[config.mk]
export PLATFORM = sky130hd
export DESIGN_NAME = uart_frame_packer_flat
export DESIGN_NICKNAME = d
export VERILOG_FILES = /design/src/rtl/uart_frame_packer_if.sv /design/src/rtl/uart_frame_packer.sv /design/src/flat_wrapper.sv
export SDC_FILE = /design/constraint.sdc
export NUM_CORES = 1
export LEC_CHECK = 0
export ABC_CLOCK_PERIOD_IN_PS = 4100
export BUFFER_PORTS_ARGS = -buffer_cell sky130_fd_sc_hd__buf_2
export CORE_ASPECT_RATIO = 1.25
export CORE_UTILIZATION = 45
export DETAILED_ROUTE_END_ITERATION = 6
export PLACE_DENSITY = 0.67
export SYNTH_ARGS = -nofsm -noshare
export SYNTH_HDL_FRONTEND = slang
export SYNTH_SLANG_ARGS = --single-unit
[constraint.sdc]
create_clock -name clk -period 4.1 [get_ports clk]
set_input_delay 0.205 -clock clk [delete_from_list [all_inputs] [get_ports clk]]
set_output_delay 0.205 -clock clk [all_outputs]
set_load 0.005 [all_outputs]
[src/rtl/uart_frame_packer_if.sv]
// uart_frame_packer_if: control, measurement and UART-side signals of the frame packer.
// master: the packer itself. slave: the surrounding logic (controller, UART and sources).
interface uart_frame_packer_if #(
   parameter int NUM_CH = 3,
   parameter int DATA_W = 32
);
   logic [1:0]               mode;
   logic                     is_high;
   logic                     auto_en;
   logic                     start;
   logic [NUM_CH*DATA_W-1:0] data_in;
   logic                     tx_ready;
   logic [7:0]               tx_data;
   logic                     tx_valid;
   logic                     busy;
   logic                     frame_done;

   modport master (
      input  mode, is_high, auto_en, start, data_in, tx_ready,
      output tx_data, tx_valid, busy, frame_done
   );

   modport slave (
      output mode, is_high, auto_en, start, data_in, tx_ready,
      input  tx_data, tx_valid, busy, frame_done
   );
endinterface

[src/rtl/uart_frame_packer.sv]
// uart_frame_packer: snapshots up to NUM_CH measurement words and sends one frame
//   'P', status, payload (MSB byte first, ch0 first), [checksum], CR, LF
// to a UART transmitter, one tx_valid strobe per byte, strobes GAP_CYCLES clocks apart.
// Build option: define UART_FRAME_CHECKSUM_EN to insert an XOR checksum byte
// (status ^ all payload bytes) between the last payload byte and CR.
// Note: the shortest byte spacing the SEND/GAP loop can produce is 2 clocks.
module uart_frame_packer #(
   parameter int NUM_CH     = 3,
   parameter int DATA_W     = 32,
   parameter int GAP_CYCLES = 255
) (
   input  logic                clk,
   input  logic                rst,
   uart_frame_packer_if.master bus
);
   localparam int BPC    = DATA_W / 8;
   localparam int NUM_PB = NUM_CH * BPC;
`ifdef UART_FRAME_CHECKSUM_EN
   localparam int CK_BYTES = 1;
`else
   localparam int CK_BYTES = 0;
`endif
   localparam int MAX_LEN = 4 + NUM_PB + CK_BYTES;
   localparam int IDX_W   = $clog2(MAX_LEN);
   localparam int GAP_W   = (GAP_CYCLES > 1) ? $clog2(GAP_CYCLES) : 1;

   localparam logic [IDX_W-1:0] MULTI_LAST  = IDX_W'(MAX_LEN - 1);
   localparam logic [IDX_W-1:0] SINGLE_LAST = IDX_W'(4 + BPC + CK_BYTES - 1);
   localparam logic [GAP_W-1:0] GAP_LOAD    = GAP_W'(GAP_CYCLES - 1);

   typedef enum logic [1:0] {
      ST_IDLE = 2'b00,
      ST_LOAD = 2'b01,
      ST_SEND = 2'b10,
      ST_GAP  = 2'b11
   } state_t;

   state_t                   state_q, state_d;
   logic [IDX_W-1:0]         idx_q, idx_d;
   logic [IDX_W-1:0]         last_q, last_d;
   logic [GAP_W-1:0]         gap_q, gap_d;
   logic [7:0]               status_q, status_d;
   logic [NUM_CH*DATA_W-1:0] snap_q, snap_d;
   logic [7:0]               tx_data_q, tx_data_d;
   logic                     tx_valid_q, tx_valid_d;
   logic                     busy_q, busy_d;
   logic                     frame_done_q, frame_done_d;

   logic [7:0]               payload_s [NUM_PB];
   logic [7:0]               cur_byte_s;

`ifdef UART_FRAME_CHECKSUM_EN
   // XOR of the status byte and every payload byte that belongs to this frame
   function automatic logic [7:0] frame_xor(input logic [7:0] st,
                                            input logic [NUM_CH*DATA_W-1:0] snap,
                                            input logic multi);
      logic [7:0] acc;
      acc = st;
      for (int k = 0; k < NUM_PB; k++) begin
         if (multi || (k < BPC)) begin
            acc = acc ^ snap[k*8 +: 8];
         end else begin
            acc = acc;
         end
      end
      return acc;
   endfunction
`endif

   // Payload bytes in transmit order: channel 0 first, most significant byte first
   always_comb begin
      for (int k = 0; k < NUM_PB; k++) begin
         payload_s[k] = snap_q[(k / BPC) * DATA_W + (BPC - 1 - (k % BPC)) * 8 +: 8];
      end
   end

   // Byte addressed by the frame index; the tail bytes are located relative to the last index
   always_comb begin
      cur_byte_s = 8'h0A;
      if (idx_q == '0) begin
         cur_byte_s = 8'h50;
      end else if (idx_q == IDX_W'(1)) begin
         cur_byte_s = status_q;
      end else if (idx_q == last_q) begin
         cur_byte_s = 8'h0A;
      end else if (idx_q == last_q - IDX_W'(1)) begin
         cur_byte_s = 8'h0D;
`ifdef UART_FRAME_CHECKSUM_EN
      end else if (idx_q == last_q - IDX_W'(2)) begin
         cur_byte_s = frame_xor(status_q, snap_q, last_q == MULTI_LAST);
`endif
      end else begin
         cur_byte_s = 8'h00;
         for (int k = 0; k < NUM_PB; k++) begin
            if (idx_q == IDX_W'(k + 2)) begin
               cur_byte_s = payload_s[k];
            end else begin
               cur_byte_s = cur_byte_s;
            end
         end
      end
   end

   // Frame sequencing: trigger, snapshot, paced byte issue with back-pressure
   always_comb begin
      state_d      = state_q;
      idx_d        = idx_q;
      last_d       = last_q;
      gap_d        = gap_q;
      status_d     = status_q;
      snap_d       = snap_q;
      tx_data_d    = tx_data_q;
      tx_valid_d   = 1'b0;
      busy_d       = busy_q;
      frame_done_d = 1'b0;
      case (state_q)
         ST_IDLE: begin
            if ((bus.start || bus.auto_en) && (bus.mode != 2'b00)) begin
               state_d = ST_LOAD;
               busy_d  = 1'b1;
            end else begin
               state_d = ST_IDLE;
            end
         end
         ST_LOAD: begin
            snap_d  = bus.data_in;
            idx_d   = '0;
            state_d = ST_SEND;
            if (bus.mode == 2'b11) begin
               status_d = bus.is_high ? 8'h33 : 8'h34;
               last_d   = MULTI_LAST;
            end else begin
               status_d = bus.is_high ? 8'h31 : 8'h32;
               last_d   = SINGLE_LAST;
            end
         end
         ST_SEND: begin
            if (bus.tx_ready && (gap_q == '0)) begin
               tx_data_d    = cur_byte_s;
               tx_valid_d   = 1'b1;
               frame_done_d = (idx_q == last_q);
               gap_d        = GAP_LOAD;
               state_d      = ST_GAP;
            end else begin
               state_d = ST_SEND;
            end
         end
         ST_GAP: begin
            // SEND plus this wait span exactly GAP_CYCLES clocks between strobes
            if (gap_q <= GAP_W'(1)) begin
               gap_d = '0;
               if (idx_q == last_q) begin
                  state_d = ST_IDLE;
                  busy_d  = 1'b0;
               end else begin
                  idx_d   = idx_q + IDX_W'(1);
                  state_d = ST_SEND;
               end
            end else begin
               gap_d = gap_q - GAP_W'(1);
            end
         end
         default: begin
            state_d = ST_IDLE;
            busy_d  = 1'b0;
         end
      endcase
   end

   // State and output registers; reset aborts any frame in progress
   always_ff @(posedge clk or posedge rst) begin
      if (rst) begin
         state_q      <= ST_IDLE;
         idx_q        <= '0;
         last_q       <= '0;
         gap_q        <= '0;
         status_q     <= 8'h00;
         snap_q       <= '0;
         tx_data_q    <= 8'h00;
         tx_valid_q   <= 1'b0;
         busy_q       <= 1'b0;
         frame_done_q <= 1'b0;
      end else begin
         state_q      <= state_d;
         idx_q        <= idx_d;
         last_q       <= last_d;
         gap_q        <= gap_d;
         status_q     <= status_d;
         snap_q       <= snap_d;
         tx_data_q    <= tx_data_d;
         tx_valid_q   <= tx_valid_d;
         busy_q       <= busy_d;
         frame_done_q <= frame_done_d;
      end
   end

   assign bus.tx_data    = tx_data_q;
   assign bus.tx_valid   = tx_valid_q;
   assign bus.busy       = busy_q;
   assign bus.frame_done = frame_done_q;
endmodule

[src/flat_wrapper.sv]
// flat-port wrapper written by rule: the top's interface ports become plain ports
module uart_frame_packer_flat 
#(
   parameter int NUM_CH     = 3,
   parameter int DATA_W     = 32,
   parameter int GAP_CYCLES = 255
)
  (clk, rst, bus_mode, bus_is_high, bus_auto_en, bus_start, bus_data_in, bus_tx_ready, bus_tx_data, bus_tx_valid, bus_busy, bus_frame_done);
  uart_frame_packer_if #(.NUM_CH(NUM_CH), .DATA_W(DATA_W)) bus_i ();
  input  logic clk;
  input  logic rst;
  input wire logic [$bits(bus_i.mode)-1:0] bus_mode;
  input wire logic [$bits(bus_i.is_high)-1:0] bus_is_high;
  input wire logic [$bits(bus_i.auto_en)-1:0] bus_auto_en;
  input wire logic [$bits(bus_i.start)-1:0] bus_start;
  input wire logic [$bits(bus_i.data_in)-1:0] bus_data_in;
  input wire logic [$bits(bus_i.tx_ready)-1:0] bus_tx_ready;
  output wire logic [$bits(bus_i.tx_data)-1:0] bus_tx_data;
  output wire logic [$bits(bus_i.tx_valid)-1:0] bus_tx_valid;
  output wire logic [$bits(bus_i.busy)-1:0] bus_busy;
  output wire logic [$bits(bus_i.frame_done)-1:0] bus_frame_done;
  assign bus_i.mode = bus_mode;
  assign bus_i.is_high = bus_is_high;
  assign bus_i.auto_en = bus_auto_en;
  assign bus_i.start = bus_start;
  assign bus_i.data_in = bus_data_in;
  assign bus_i.tx_ready = bus_tx_ready;
  assign bus_tx_data = bus_i.tx_data;
  assign bus_tx_valid = bus_i.tx_valid;
  assign bus_busy = bus_i.busy;
  assign bus_frame_done = bus_i.frame_done;
  uart_frame_packer #(.NUM_CH(NUM_CH), .DATA_W(DATA_W), .GAP_CYCLES(GAP_CYCLES)) u_core (.clk(clk), .rst(rst), .bus(bus_i));
endmodule
# Yosys cells after proc, flatten, opt, wreduce, memory -nomap -nowiden
# Index checks and enable logic that the tools add are counted.
# word_totals
regBits,133
latchBits,0
ram_bits,0
rom_bits,0
in_bits,104
output_inout_bits,11
word_cells,91
memories,0
# op_classes
addsub,3
multipliers,0
n_div,0
n_lt_le_gt_ge,1
n_eq_ne,24
shifts,0
muxes,39
bitwise_logic,0
n_reduce_logical,14
# op_table
operator,n
8-bit 2-to-1 mux,19
4-bit equality test (second input constant),6
4-bit by 3-bit equality test with 1-bit output (second input constant),4
8-bit one-hot mux with 2 select lines,1
4-bit 2-to-1 mux,3
1-bit 2-to-1 mux,9
4-bit by 2-bit equality test with 1-bit output (second input constant),2
4-bit equality test,2
8-bit by 1-bit <= comparator with 1-bit output (second input constant),1
8-bit logical NOT,1
2-bit by 1-bit != test with 1-bit output (second input constant),4
2-bit one-hot mux with 4 select lines,1
4-bit one-hot mux with 2 select lines,1
2-bit nonzero test,4
8-bit by 1-bit subtractor with 8-bit output (second input constant),1
2-bit equality test (second input constant),3
2-bit 2-to-1 mux,3
4-bit by 1-bit adder with 4-bit output (second input constant),1
4-bit by 1-bit equality test with 1-bit output (second input constant),1
4-bit logical NOT,1
2-bit AND reduction,2
4-bit AND reduction,1
4-bit by 1-bit subtractor with 4-bit output (second input constant),1
3-bit 2-to-1 mux,1
7 further kinds,8

# Depth between registers and ports, before layout
# Gate-level depths: netlist of the first run.
# logic_depth
word_depth,17
mapped_depth,10
depth_no_buf,8

# Least setup slack after synthesis of the first run
# No wires, ideal clock.
# synth_path
path_type,reg-to-reg
from,reg u_core.idx_q[1]
to,reg u_core.tx_data_q[3] (netlist: u_core.bus.tx_data[3])
setup_ns,0.121
t_arrival_ns,2.036
t_required_ns,3.979
setup_slack_ns,1.943
stages_incl_launch_ff,10
n_path_buf,2
period_less_slack_ns,2.157
cell_sequence,dfrtp_1 -> inv_1 -> ha_1 -> buf_2 -> or2_2 -> clkbuf_1 -> a21o_1 -> a222oi_1 -> o2111ai_1 -> a22o_2
# synth_via
elab_chain_cells,17
# synth_rtl
item,line,text
start: declaration,uart_frame_packer.sv:39,"logic [IDX_W-1:0] idx_q, idx_d;"
start signal: assignment,uart_frame_packer.sv:185,idx_q <= idx_d;
4-bit by 2-bit equality test with 1-bit output,uart_frame_packer.sv:95,if (idx_q == IDX_W'(k + 2)) begin
8-bit 2-to-1 mux (12 in a row),uart_frame_packer.sv:95,
8-bit 2-to-1 mux,uart_frame_packer.sv:86,end else if (idx_q == last_q - IDX_W'(1)) begin
8-bit 2-to-1 mux,uart_frame_packer.sv:84,end else if (idx_q == last_q) begin
8-bit 2-to-1 mux,uart_frame_packer.sv:82,end else if (idx_q == IDX_W'(1)) begin
8-bit 2-to-1 mux *,uart_frame_packer.sv:80,if (idx_q == '0) begin
end signal: assignment,uart_frame_packer.sv:190,tx_data_q <= tx_data_d;
end: declaration,uart_frame_packer.sv:44,"logic [7:0] tx_data_q, tx_data_d;"
# Every way passes the cells marked *; elsewhere a longest branch is shown, timed or not.
# A chain may end at the register's enable or synchronous reset.

# Final worst setup path of the first run
# layout_path
from,reg u_core.idx_q[0]
to,reg u_core.tx_data_q[0] (netlist: u_core.bus.tx_data[0])
# The elaborated chain is that of the path after synthesis.

==> results.ini, run 1 <==
[sta]
whs_ns = 0.0181
fin_crit_ns = 2.92
setup_tns_ns = 0
drv_slew = 0
setup_violations = 0
hold_viol = 0
tightest_slew_ns = 0.944
final.setup_skew_ns = 0.00799
finalCritPeriodShare = 0.713
max_freq_ghz = 0.342
slew_headroom = 0.371
rsz0062_at_grt = no

[global_routing]
first_global_vias = 6168
grt_max_degree = 68
grt_pass1_wl_microns = 31600
antenna_found_initial = 0
grt_overflow = 0
gr-usage-all-layers = 0.286

[die]
ios = 115
rows = 48
design.core.area_sq_um = 13900
dieWidth_microns = 109
start_util = 0.464
dieArea_sq_um = 14800
die-height_microns = 136

[route]
met3WireLength_microns = 1020
drtAntennaViolNets = 0
wl_met2_microns = 9750
totalWireLength_microns = 19600
wl_per_cell_microns = 16.9
wirelength_met1_microns = 8180
vias_per_cell = 5.34
vias = 6213
drtPass1Iterations = 7
route.detailed.drc = 0
drtIter0Drc = 596
highest_layer = met4

[logic_synthesis]
synth.net_count = 900
ys.flop_type = dfrtp_1
seq_area_frac_synth = 0.490
synth_cell_type_count = 69
syn_area_sq_um = 6440
ys_warn_count = 0
syn_inst = 789
async_flop_share = 1.00
ys_seq_elements = 126
syn_area_per_cell_sq_um = 8.16
synth_edf_count = 0

[job]
maxCapViolCount = 0

[clocking]
tritoncts = yes
cts.clk_slew.worst_paths_ns = 0.05
cts_buffers = 17
clkLatencyLatePin_ns = 0.42
clock_sinks = 126
ctsResizeCount = 0
cts_root_buffer = clkbuf_16
ctsHtreeMaxLevel = 4
clockBufferDepth = 2

[power_and_ir_drop]
comb_power_share = 0.069
p_sw_frac = 0.214
p_clk_frac = 0.488
seq_power_share = 0.443
p_int_mw = 2.37
p_per_area_nw_per_um2 = 349
p_leak_nw = 4.16
p_sw_mw = 0.645
peakVddDrop_mv = 0.273

[worst_setup_path]
slowest_delay_ns = 0.69
slowest_stage = nor4b_1
end_kind = flip-flop
critical_path_arrival_ns = 3.26
crit_type = reg2reg
crit_chain = inv_1 -> ha_1 -> nor4b_1 -> and2_1 -> o22ai_1 -> a221oi_1 -> a211oi_1 -> o21ai_1
cp_max_fo = 23
cp-start-kind = flip-flop
crit_family = simple AND/OR/NAND/NOR gates
cp.buffers_inverters = 1
worstPathRequired_ns = 4.44

[finish]
fill_cells = 1174
final_cell_mix = nand2_1, dfrtp_1, buf_2
area_growth_pct = 34.0
final_util = 0.622
final_cell_count_no_fill = 1163
n_antenna_cell = 0
layout_commonest_cell = nand2_1
drive_gt1_frac = 0.172
finalNetCount = 1087
design_area_sq_um = 8630

[placed_design]
post-place-cells = 1037
place.gp.congestion = 0.967
io_buffers = 114
dp_hpwl_microns = 13100
place_area_sq_um = 7100

[min_path]
hold_path_class = in2reg

[status]
status = finished clean

[worst register-to-register path, cell delays in order (launching register included)]
cell and delay (ns):
dfrtp_1 0.46, inv_1 0.15, ha_1 0.68, nor4b_1 0.70, and2_1 0.23, o22ai_1 0.09, a221oi_1 0.32, a211oi_1 0.08
o21ai_1 0.15
[routing by layer]
metal  global-route usage  vias up
met2                0.472      242
met5                    0        -
met3               0.0582       52
met4                0.121        0
li1                     -     3006
met1                0.361     2913
[kinds of logic after synthesis]
group / count (synthesis) / share of synthesized area
xor gates and xnor gates: 1 / 0.00136
and+or+nand+nor: 439 / 0.290
adders and majority gates: 7 / 0.0136
muxes: 2 / 0.00330
AOI/OAI and AO/OA: 147 / 0.155
DFF: 126 / 0.490
buffers and inverters: 67 / 0.0464
[power by group through the flow]
stage	Combinational (mW)	Clock, mW	Sequential, mW
finish	0.207	1.47	1.34
global route	0.233	1.55	1.34
floorplan	0.0679	0	1.34
CTS	0.204	1.50	1.34
global placement	0.131	0	1.36
detailed placement	0.134	0	1.36
[cell usage after synthesis (all sizes together), types with 2 or more instances]
master | number | area share
a211o | 2 | 0.0027
a211oi | 4 | 0.0047
a21boi | 3 | 0.0035
a21o | 2 | 0.0023
a21oi | 37 | 0.031
a221o | 2 | 0.0031
a221oi | 5 | 0.0068
a22o | 5 | 0.0070
a2bb2oi | 2 | 0.0037
a31oi | 4 | 0.0039
and2 | 3 | 0.0029
and3 | 3 | 0.0029
buf | 10 | 0.012
clkbuf | 42 | 0.025
clkinv | 2 | 0.0019
dfrtp | 126 | 0.49
ha | 7 | 0.014
inv | 13 | 0.0076
nand2 | 335 | 0.20
nand2b | 8 | 0.0078
nand3 | 13 | 0.010
nand3b | 8 | 0.0093
nand4 | 2 | 0.0019
nor2 | 24 | 0.014
nor2b | 18 | 0.017
nor3 | 11 | 0.0085
nor4 | 3 | 0.0052
o211ai | 3 | 0.0035
o21a | 2 | 0.0023
o21ai | 39 | 0.030
o221ai | 6 | 0.0082
o22a | 2 | 0.0027
o22ai | 2 | 0.0019
o2bb2ai | 2 | 0.0027
o311ai | 8 | 0.011
o31a | 3 | 0.0041
o31ai | 4 | 0.0054
o32ai | 2 | 0.0027
or2 | 3 | 0.0029
or4 | 3 | 0.0047
[final cells by class]
type / instances / area [sq um] / area share
clock buffer: 25 / 495 / 0.0574
clock inverter: 6 / 82.6 / 0.00957
inverter: 15 / 63.8 / 0.00740
multi-input combinational: 596 / 3000 / 0.347
sequential: 126 / 3150 / 0.365
tap: 175 / 219 / 0.0254
timing repair buffer: 220 / 1620 / 0.187
[final timing paths]
check,from,end,slack [ns],cells after the start
worst max-delay path,u_core.idx_q[0],u_core.bus.tx_data[0],1.18,8
worst max register to register,u_core.idx_q[0],u_core.bus.tx_data[0],1.18,8
worst min-delay path,bus_data_in[20],u_core.snap_q[20],0.02,3
max in group asynchronous,rst,u_core.snap_q[1],2.82,4
worst min register to register,u_core.snap_q[15],u_core.snap_q[15],0.48,2
min in group asynchronous,rst,u_core.snap_q[77],0.46,3
[timing repair]
action	in CTS	in global routing
endpoints found under the setup margin	0	0
buffers inserted	0	0
hold endpoints to repair	153	0
hold buffers	95	0
[per-stage QoR]
| stage | setup slack (ns) | power, mW |
|---|---|---|
| 2_1_floorplan | 0.539 | 1.40 |
| 3_3_place_gp | 1.38 | 1.49 |
| 3_5_place_dp | 1.27 | 1.49 |
| 4_1_cts | 1.24 | 3.03 |
| 5_1_grt | 1.03 | 3.13 |
| 6_report | 1.18 | 3.02 |
[registers in the layout, indices dropped and copies added, names as in the netlist]
| name | flops |
|---|---|
| u_core.snap_q | 96 |
| u_core.bus.tx_data | 8 |
| u_core.gap_q | 8 |
| u_core.idx_q | 4 |
| u_core.status_q | 3 |
| u_core.last_q | 2 |
| u_core.state_q | 2 |
| u_core.bus.busy | 1 |
| u_core.bus.frame_done | 1 |
| u_core.bus.tx_valid | 1 |
(Power assumes the default switching activity.)
==> inputs of run 2 (changes only) <==
--- a/config.mk
+++ b/config.mk
@@ -5,12 +5,13 @@
 export SDC_FILE = /design/constraint.sdc
 export NUM_CORES = 1
 export LEC_CHECK = 0
-export ABC_CLOCK_PERIOD_IN_PS = 4100
+export ABC_AREA = 1
+export ABC_CLOCK_PERIOD_IN_PS = 2400
 export BUFFER_PORTS_ARGS = -buffer_cell sky130_fd_sc_hd__buf_2
 export CORE_ASPECT_RATIO = 1.25
 export CORE_UTILIZATION = 45
 export DETAILED_ROUTE_END_ITERATION = 6
-export PLACE_DENSITY = 0.67
+export PLACE_DENSITY = 0.69
 export SYNTH_ARGS = -nofsm -noshare
 export SYNTH_HDL_FRONTEND = slang
 export SYNTH_SLANG_ARGS = --single-unit
==> constraint.sdc (replaced) <==
create_clock -name clk -period 2.4 [get_ports clk]
set_input_delay 0.12 -clock clk [delete_from_list [all_inputs] [get_ports clk]]
set_output_delay 0.12 -clock clk [all_outputs]
set_load 0.005 [all_outputs]
==> results.ini, run 2 <==
[worst_setup_path]
critical_path_arrival_ns = 2.51  ; was 3.26 ns
cp-start-kind = flip-flop  ; unchanged
end_kind = flip-flop  ; unchanged
worstPathRequired_ns = 2.71  ; was 4.44 ns
rr_worst_depth = 18  ; was 8
cp_max_fo = 13  ; was 23
crit_type = reg2reg  ; unchanged

[logic_synthesis]
synth.net_count = 975  ; was 900
synthTopCellsByArea = dfrtp_1, nand2_1, inv_1, o21ai_0, nand3_1  ; was dfrtp_1, nand2_1, o21ai_0, a21oi_1, clkbuf_1
synth_cell_type_count = 42  ; was 69
synth_edf_count = 0  ; unchanged
ys_seq_elements = 126  ; unchanged
synth.most_common_cell = nand2_1  ; unchanged
async_flop_share = 1.00  ; unchanged
ys_warn_count = 0  ; unchanged
yosysTopAreaCellShare = 0.490  ; about the same
synth_common_cells = nand2_1, dfrtp_1, inv_1  ; was nand2_1, dfrtp_1, clkbuf_1
syn_inst = 864  ; was 789
syn_area_per_cell_sq_um = 7.46  ; was 8.16 sq um
yosys.area.top_type = dfrtp_1  ; unchanged
seq_area_frac_synth = 0.490  ; about the same
ys.flop_type = dfrtp_1  ; unchanged
syn_area_sq_um = 6440  ; about the same

[clocking]
cts.clk_slew.worst_paths_ns = 0.05  ; about the same
ctsHtreeMaxLevel = 4  ; unchanged
tritoncts = yes  ; unchanged
cts_buffers = 17  ; unchanged
cts_root_buffer = clkbuf_16  ; unchanged
clkLatencyLatePin_ns = 0.42  ; about the same
cts_setup_buffers = 0  ; unchanged
clock_sinks = 126  ; unchanged
clockBufferDepth = 2  ; unchanged

[die]
dieArea_sq_um = 14800  ; about the same
die-height_microns = 136  ; about the same
start_util = 0.464  ; about the same
design.core.area_sq_um = 13900  ; unchanged
dieWidth_microns = 109  ; about the same
rows = 48  ; unchanged
ios = 115  ; unchanged

[sta]
finalCritPeriodShare = 0.918  ; was 0.713
tightest_slew_ns = 0.838  ; was 0.944 ns
max_freq_ghz = 0.454  ; was 0.342 GHz
final.setup_skew_ns = 0.00916  ; was 0.00799 ns
fin_crit_ns = 2.20  ; was 2.92 ns
slew_headroom = 0.440  ; was 0.371
worst_slack_ns = 0.197  ; was 1.18 ns
drv_slew = 0  ; unchanged
setup_violations = 0  ; unchanged
whs_ns = 0.0235  ; was 0.0181 ns
setup_tns_ns = 0  ; unchanged
hold_viol = 0  ; unchanged

[global_routing]
gr-usage-all-layers = 0.246  ; was 0.286
antenna_found_initial = 0  ; unchanged
grt_max_degree = 119  ; was 68
grt_overflow = 0  ; unchanged
grt_pass1_wl_microns = 27600  ; was 31,600 microns
first_global_vias = 5889  ; was 6,168

[finish]
drive_gt1_frac = 0.182  ; was 0.172
final_cell_mix = nand2_1, dfrtp_1, buf_2  ; unchanged
largest_reg_flops = 96  ; unchanged
area_growth_pct = 37.4  ; was 34.0%
finalNetCount = 1187  ; was 1,087
layout_commonest_cell = nand2_1  ; unchanged
top_register = u_core.snap_q  ; unchanged
n_antenna_cell = 0  ; unchanged

[route]
vias_per_cell = 4.80  ; was 5.34
wl_per_cell_microns = 13.4  ; was 16.9 microns
route.detailed.drc = 0  ; unchanged
drtIter0Drc = 302  ; was 596
vias = 6068  ; was 6,213
totalWireLength_microns = 17000  ; was 19,600 microns
drtAntennaViolNets = 0  ; unchanged
drtPass1Iterations = 5  ; was 7

[min_path]
min_path_cells = 3  ; unchanged
hold_path_class = in2reg  ; unchanged

[power_and_ir_drop]
peakVddDrop_mv = 0.480  ; was 0.273 mV
p_leak_nw = 4.69  ; was 4.16 nW
p_per_area_nw_per_um2 = 587  ; was 349 nW/um^2
finalPower_mw = 5.20  ; was 3.02 mW

[placed_design]
place.gp.congestion = 0.827  ; was 0.967
io_buffers = 114  ; unchanged
place_worst_setup_slack_ns = 0.0628  ; was 1.27 ns
dp_hpwl_microns = 11200  ; was 13,100 microns

[status]
status = finished clean  ; unchanged

[job]
maxCapViolCount = 0  ; unchanged

## run 2: cell count changes in the layout (fill, tap and decap cells not counted), moves of 8 or more
| cell | before | now |
|---|---|---|
| nor3_1 | 11 | 2 |
| inv_2 | 0 | 11 |
| nand3_1 | 13 | 33 |
| nand2_1 | 334 | 419 |
| o21ai_0 | 36 | 45 |
| inv_1 | 12 | 70 |
| a21oi_1 | 35 | 22 |
| nor2b_1 | 17 | 0 |
| o311ai_0 | 8 | 0 |
| nand3b_1 | 8 | 0 |
| nor2_1 | 24 | 36 |
| nor2_4 | 0 | 10 |
## run 2: report_power, final
part | internal [mW] | switching, mW
clock | 1.70 | 0.878
combinational | 0.205 | 0.142
sequential | 2.21 | 0.0517
## run 2: area by class of cell
cell class	instances	area, sq um
Sequential cell	126	3150
Clock buffer	25	485
Timing Repair Buffer	222	1700
Multi-Input combinational cell	623	2840
Inverter	86	342
Tap cell	175	219
Fill cell	1144	5020
Clock inverter	6	108
## run 2: worst paths after layout
path,to,from,slack [ns]
max,u_core.bus.tx_data[2],u_core.idx_q[1],0.20
min,u_core.status_q[0],bus_is_high,0.02
max reg2reg,u_core.bus.tx_data[2],u_core.idx_q[1],0.20
min reg2reg,u_core.snap_q[50],u_core.snap_q[50],0.46
max in group asynchronous,u_core.bus.tx_data[4],rst,1.34
min in group asynchronous,u_core.snap_q[18],rst,0.39
## run 2: kinds of logic after synthesis
kind of cell,after synthesis,share of synthesized area
compound gates,82,0.0701
xor+xnor,4,0.00661
fa+ha+maj,7,0.0136
buf+inv,115,0.0734
flops,126,0.490
simple gates,530,0.347
## run 2: repair_timing
action / CTS / global route
setup endpoints to repair: 0 / 8
endpoints found under the hold margin: 127 / 0
gates resized for setup: 0 / 8
hold buffers: 97 / 0
## run 2: worst max-delay path, cell delays in order, from the launching register on
cell     delay (ns)
dfrtp_1        0.43
inv_1          0.15
ha_2           0.23
nand3_4        0.16
or2_1          0.25
nand3_1        0.10
nand2_1        0.07
nand2_1        0.05
nand2_1        0.04
nand2_1        0.08
nand2_1        0.05
nand2_1        0.09
nand2_1        0.06
nand2_1        0.07
nand2_1        0.05
nand2_1        0.05
nand2_1        0.05
nand2_1        0.05
nand2_1        0.05
## run 2: routing by layer
| metal | track usage | wire length (microns) | up-vias |
|---|---|---|---|
| met2 | 0.418 | 8630 | 145 |
| met5 | 0 | 0 | - |
| li1 | - | - | 3082 |
| met1 | 0.297 | 7230 | 2802 |
| met4 | 0.104 | 436 | 0 |
| met3 | 0.0563 | 681 | 39 |
## run 2: through the flow
stage | cells | util | instance area [sq um]
2_1_floorplan | 864 | - | 6440
3_3_place_gp | 1135 | 0.523 | 7260
3_5_place_dp | 1135 | 0.523 | 7260
4_1_cts | 1263 | 0.636 | 8830
5_1_grt | 1263 | 0.638 | 8850
6_report | 1263 | 0.638 | 8850
==> inputs of run 3 (changes only) <==
--- a/config.mk
+++ b/config.mk
@@ -12,6 +12,8 @@
 export CORE_UTILIZATION = 45
 export DETAILED_ROUTE_END_ITERATION = 6
 export PLACE_DENSITY = 0.69
+export RECOVER_POWER = 25
+export REMOVE_ABC_BUFFERS = 1
 export SYNTH_ARGS = -nofsm -noshare
 export SYNTH_HDL_FRONTEND = slang
 export SYNTH_SLANG_ARGS = --single-unit
==> results.ini, run 3 (synthesis gave the netlist of run 2 again) <==
[die]
dieArea_sq_um = 14800  ; unchanged
die-height_microns = 136  ; unchanged
rows = 48  ; unchanged
ios = 115  ; unchanged
design.core.area_sq_um = 13900  ; unchanged
start_util = 0.464  ; unchanged
dieWidth_microns = 109  ; unchanged

[job]
maxCapViolCount = 1  ; was 0

[finish]
n_antenna_cell = 0  ; unchanged
drive_gt1_frac = 0.177  ; was 0.182
top_register = u_core.snap_q  ; unchanged
layout_commonest_cell = nand2_1  ; unchanged
final_cell_count_no_fill = 1266  ; was 1,263
design_area_sq_um = 8850  ; about the same
area_growth_pct = 37.4  ; about the same
largest_reg_flops = 96  ; unchanged
finalNetCount = 1189  ; was 1,187
final_cell_mix = nand2_1, dfrtp_1, buf_2  ; unchanged
fill_cells = 1173  ; was 1,144

[sta]
fin_crit_ns = 2.22  ; was 2.20 ns
rsz0062_at_grt = no
drv_slew = 41  ; was 0
setup_tns_ns = 0  ; unchanged
tightest_slew_ns = 1.57  ; was 0.838 ns
final.setup_skew_ns = 0.00636  ; was 0.00916 ns
max_freq_ghz = 0.450  ; was 0.454 GHz
finalCritPeriodShare = 0.925  ; was 0.918
slew_headroom = -0.0493  ; was 0.440
hold_viol = 0  ; unchanged
setup_violations = 0  ; unchanged

[clocking]
cts.clk_slew.worst_paths_ns = 0.06  ; was 0.05 ns
cts_buffers = 17  ; unchanged
cts_root_buffer = clkbuf_16  ; unchanged
clkLatencyLatePin_ns = 0.42  ; about the same
ctsHtreeMaxLevel = 4  ; unchanged
cts_setup_buffers = 0  ; unchanged
clockBufferDepth = 2  ; unchanged
clock_sinks = 126  ; unchanged
tritoncts = yes  ; unchanged

[worst_setup_path]
slowest_delay_ns = 0.42  ; was 0.43 ns
critical_path.startpoint = u_core.idx_q[1]  ; unchanged
crit_path_frequent_cell = nand2_1  ; unchanged
cp_max_fo = 6  ; was 13
slowest_stage = dfrtp_1  ; unchanged
crit_type = reg2reg  ; unchanged
worstPathRequired_ns = 2.75  ; was 2.71 ns
end_kind = flip-flop  ; unchanged
cp-start-kind = flip-flop  ; unchanged
critical_path_arrival_ns = 2.58  ; was 2.51 ns
crit_chain = ha_1 -> inv_2 -> nor2_4 -> nand2_1 -> nand3_1 -> nand2_1 -> nand3_1 -> nand2_1 -> nand2_1 -> nand2_1 -> nand2_1 -> nand2_1 -> nand2_1 -> nand2_1 -> nand2_1 -> nand2_1 -> nand2_1 -> nand2_1 -> nand2_1  ; was inv_1 -> ha_2 -> nand3_4 -> or2_1 -> nand3_1 -> nand2_1 -> nand2_1 -> nand2_1 -> nand2_1 -> nand2_1 -> nand2_1 -> nand2_1 -> nand2_1 -> nand2_1 -> nand2_1 -> nand2_1 -> nand2_1 -> nand2_1
r2r_start = u_core.idx_q[1]  ; unchanged

[global_routing]
grt_overflow = 0  ; unchanged
first_global_vias = 6087  ; was 5,889
grt_max_degree = 119  ; unchanged
gr-usage-all-layers = 0.250  ; was 0.246
grt_pass1_wl_microns = 28400  ; was 27,600 microns
antenna_found_initial = 0  ; unchanged

[route]
wl_per_cell_microns = 13.4  ; about the same
drtAntennaViolNets = 0  ; unchanged
vias_per_cell = 4.80  ; about the same
route.detailed.drc = 0  ; unchanged
drtIter0Drc = 359  ; was 302
drtPass1Iterations = 5  ; unchanged
totalWireLength_microns = 16900  ; was 17,000 microns
vias = 6072  ; was 6,068

[min_path]
hold_path_class = in2reg  ; unchanged
min_from = bus_is_high  ; unchanged

[power_and_ir_drop]
p_per_area_nw_per_um2 = 602  ; was 587 nW/um^2
peakVddDrop_mv = 0.623  ; was 0.480 mV
finalPower_mw = 5.33  ; was 5.20 mW
p_leak_nw = 4.68  ; was 4.69 nW

[placed_design]
place.gp.congestion = 0.857  ; was 0.827
post-place-cells = 1137  ; was 1,135
dp_hpwl_microns = 11000  ; was 11,200 microns
io_buffers = 114  ; unchanged
place_area_sq_um = 7250  ; was 7260 sq um

[status]
status = complete, but fails checks  ; was finished clean
violations = max-capacitance violations, max-slew violations

==> run 3: changes by cell type in the layout (fill, tap and decap cells not counted), sizes merged <==
cell,previous run,this run
inv,85,87
clkinvlp,2,5
buf,125,120
clkinv,2,3
bufinv,3,4
clkbuf,25,26
==> run 3: routing by layer <==
metal,wire length (microns),GRT usage,vias up
met4,458,0.110,0
li1,-,-,3091
met1,7280,0.302,2783
met5,0,0,-
met2,8530,0.434,160
met3,636,0.0418,38
==> run 3: critical path, delay by kind of cell, from the launching register on <==
kind	cells	cell delay (ns)
AND/OR/NAND/NOR	17	1.25
flip-flops	1	0.42
adder cells (fa/ha/maj)	1	0.34
buffers and inverters	1	0.16
==> run 3: through the flow <==
| step | hold WS (ns) | setup slack, ns | util |
|---|---|---|---|
| 5_1_grt | 0.0248 | 0.00107 | 0.638 |
| 3_5_place_dp | 0.202 | 0.187 | 0.523 |
| 3_3_place_gp | 0.203 | 0.254 | 0.523 |
| 2_1_floorplan | 0.237 | -4.46 | - |
| 4_1_cts | 0.00363 | 0.133 | 0.638 |
| 6_report | 0.0207 | 0.179 | 0.638 |
==> run 3: layout make-up <==
cell class,count,area [sq um],share of cell area
Clock buffer,19,443,0.0500
Clock inverter,13,189,0.0213
Inverter,86,335,0.0379
Multi-Input combinational cell,623,2840,0.320
Sequential cell,126,3150,0.356
Tap cell,175,219,0.0247
Timing Repair Buffer,224,1680,0.190
==> run 3: power breakdown <==
group          total, mW  internal, mW  switching (mW)
registers           2.26          2.21          0.0489
clock network       2.73          1.77           0.963
logic              0.340         0.199           0.141
==> run 3: what timing repair did <==
item | CTS | global route
hold buffers | 97 | 0
endpoints found under the setup margin | 0 | 8
hold endpoints to repair | 135 | 0
resized for setup | 0 | 3
==> run 3: final timing paths <==
path | to | slack (ns) | cells after the start
max reg2reg | u_core.bus.tx_data[1] | 0.18 | 19
max in group asynchronous | u_core.snap_q[4] | 0.45 | 4
min | u_core.status_q[0] | 0.02 | 3
max | u_core.bus.tx_data[1] | 0.18 | 19
min in group asynchronous | u_core.snap_q[18] | 0.72 | 3
min reg2reg | u_core.snap_q[34] | 0.47 | 2
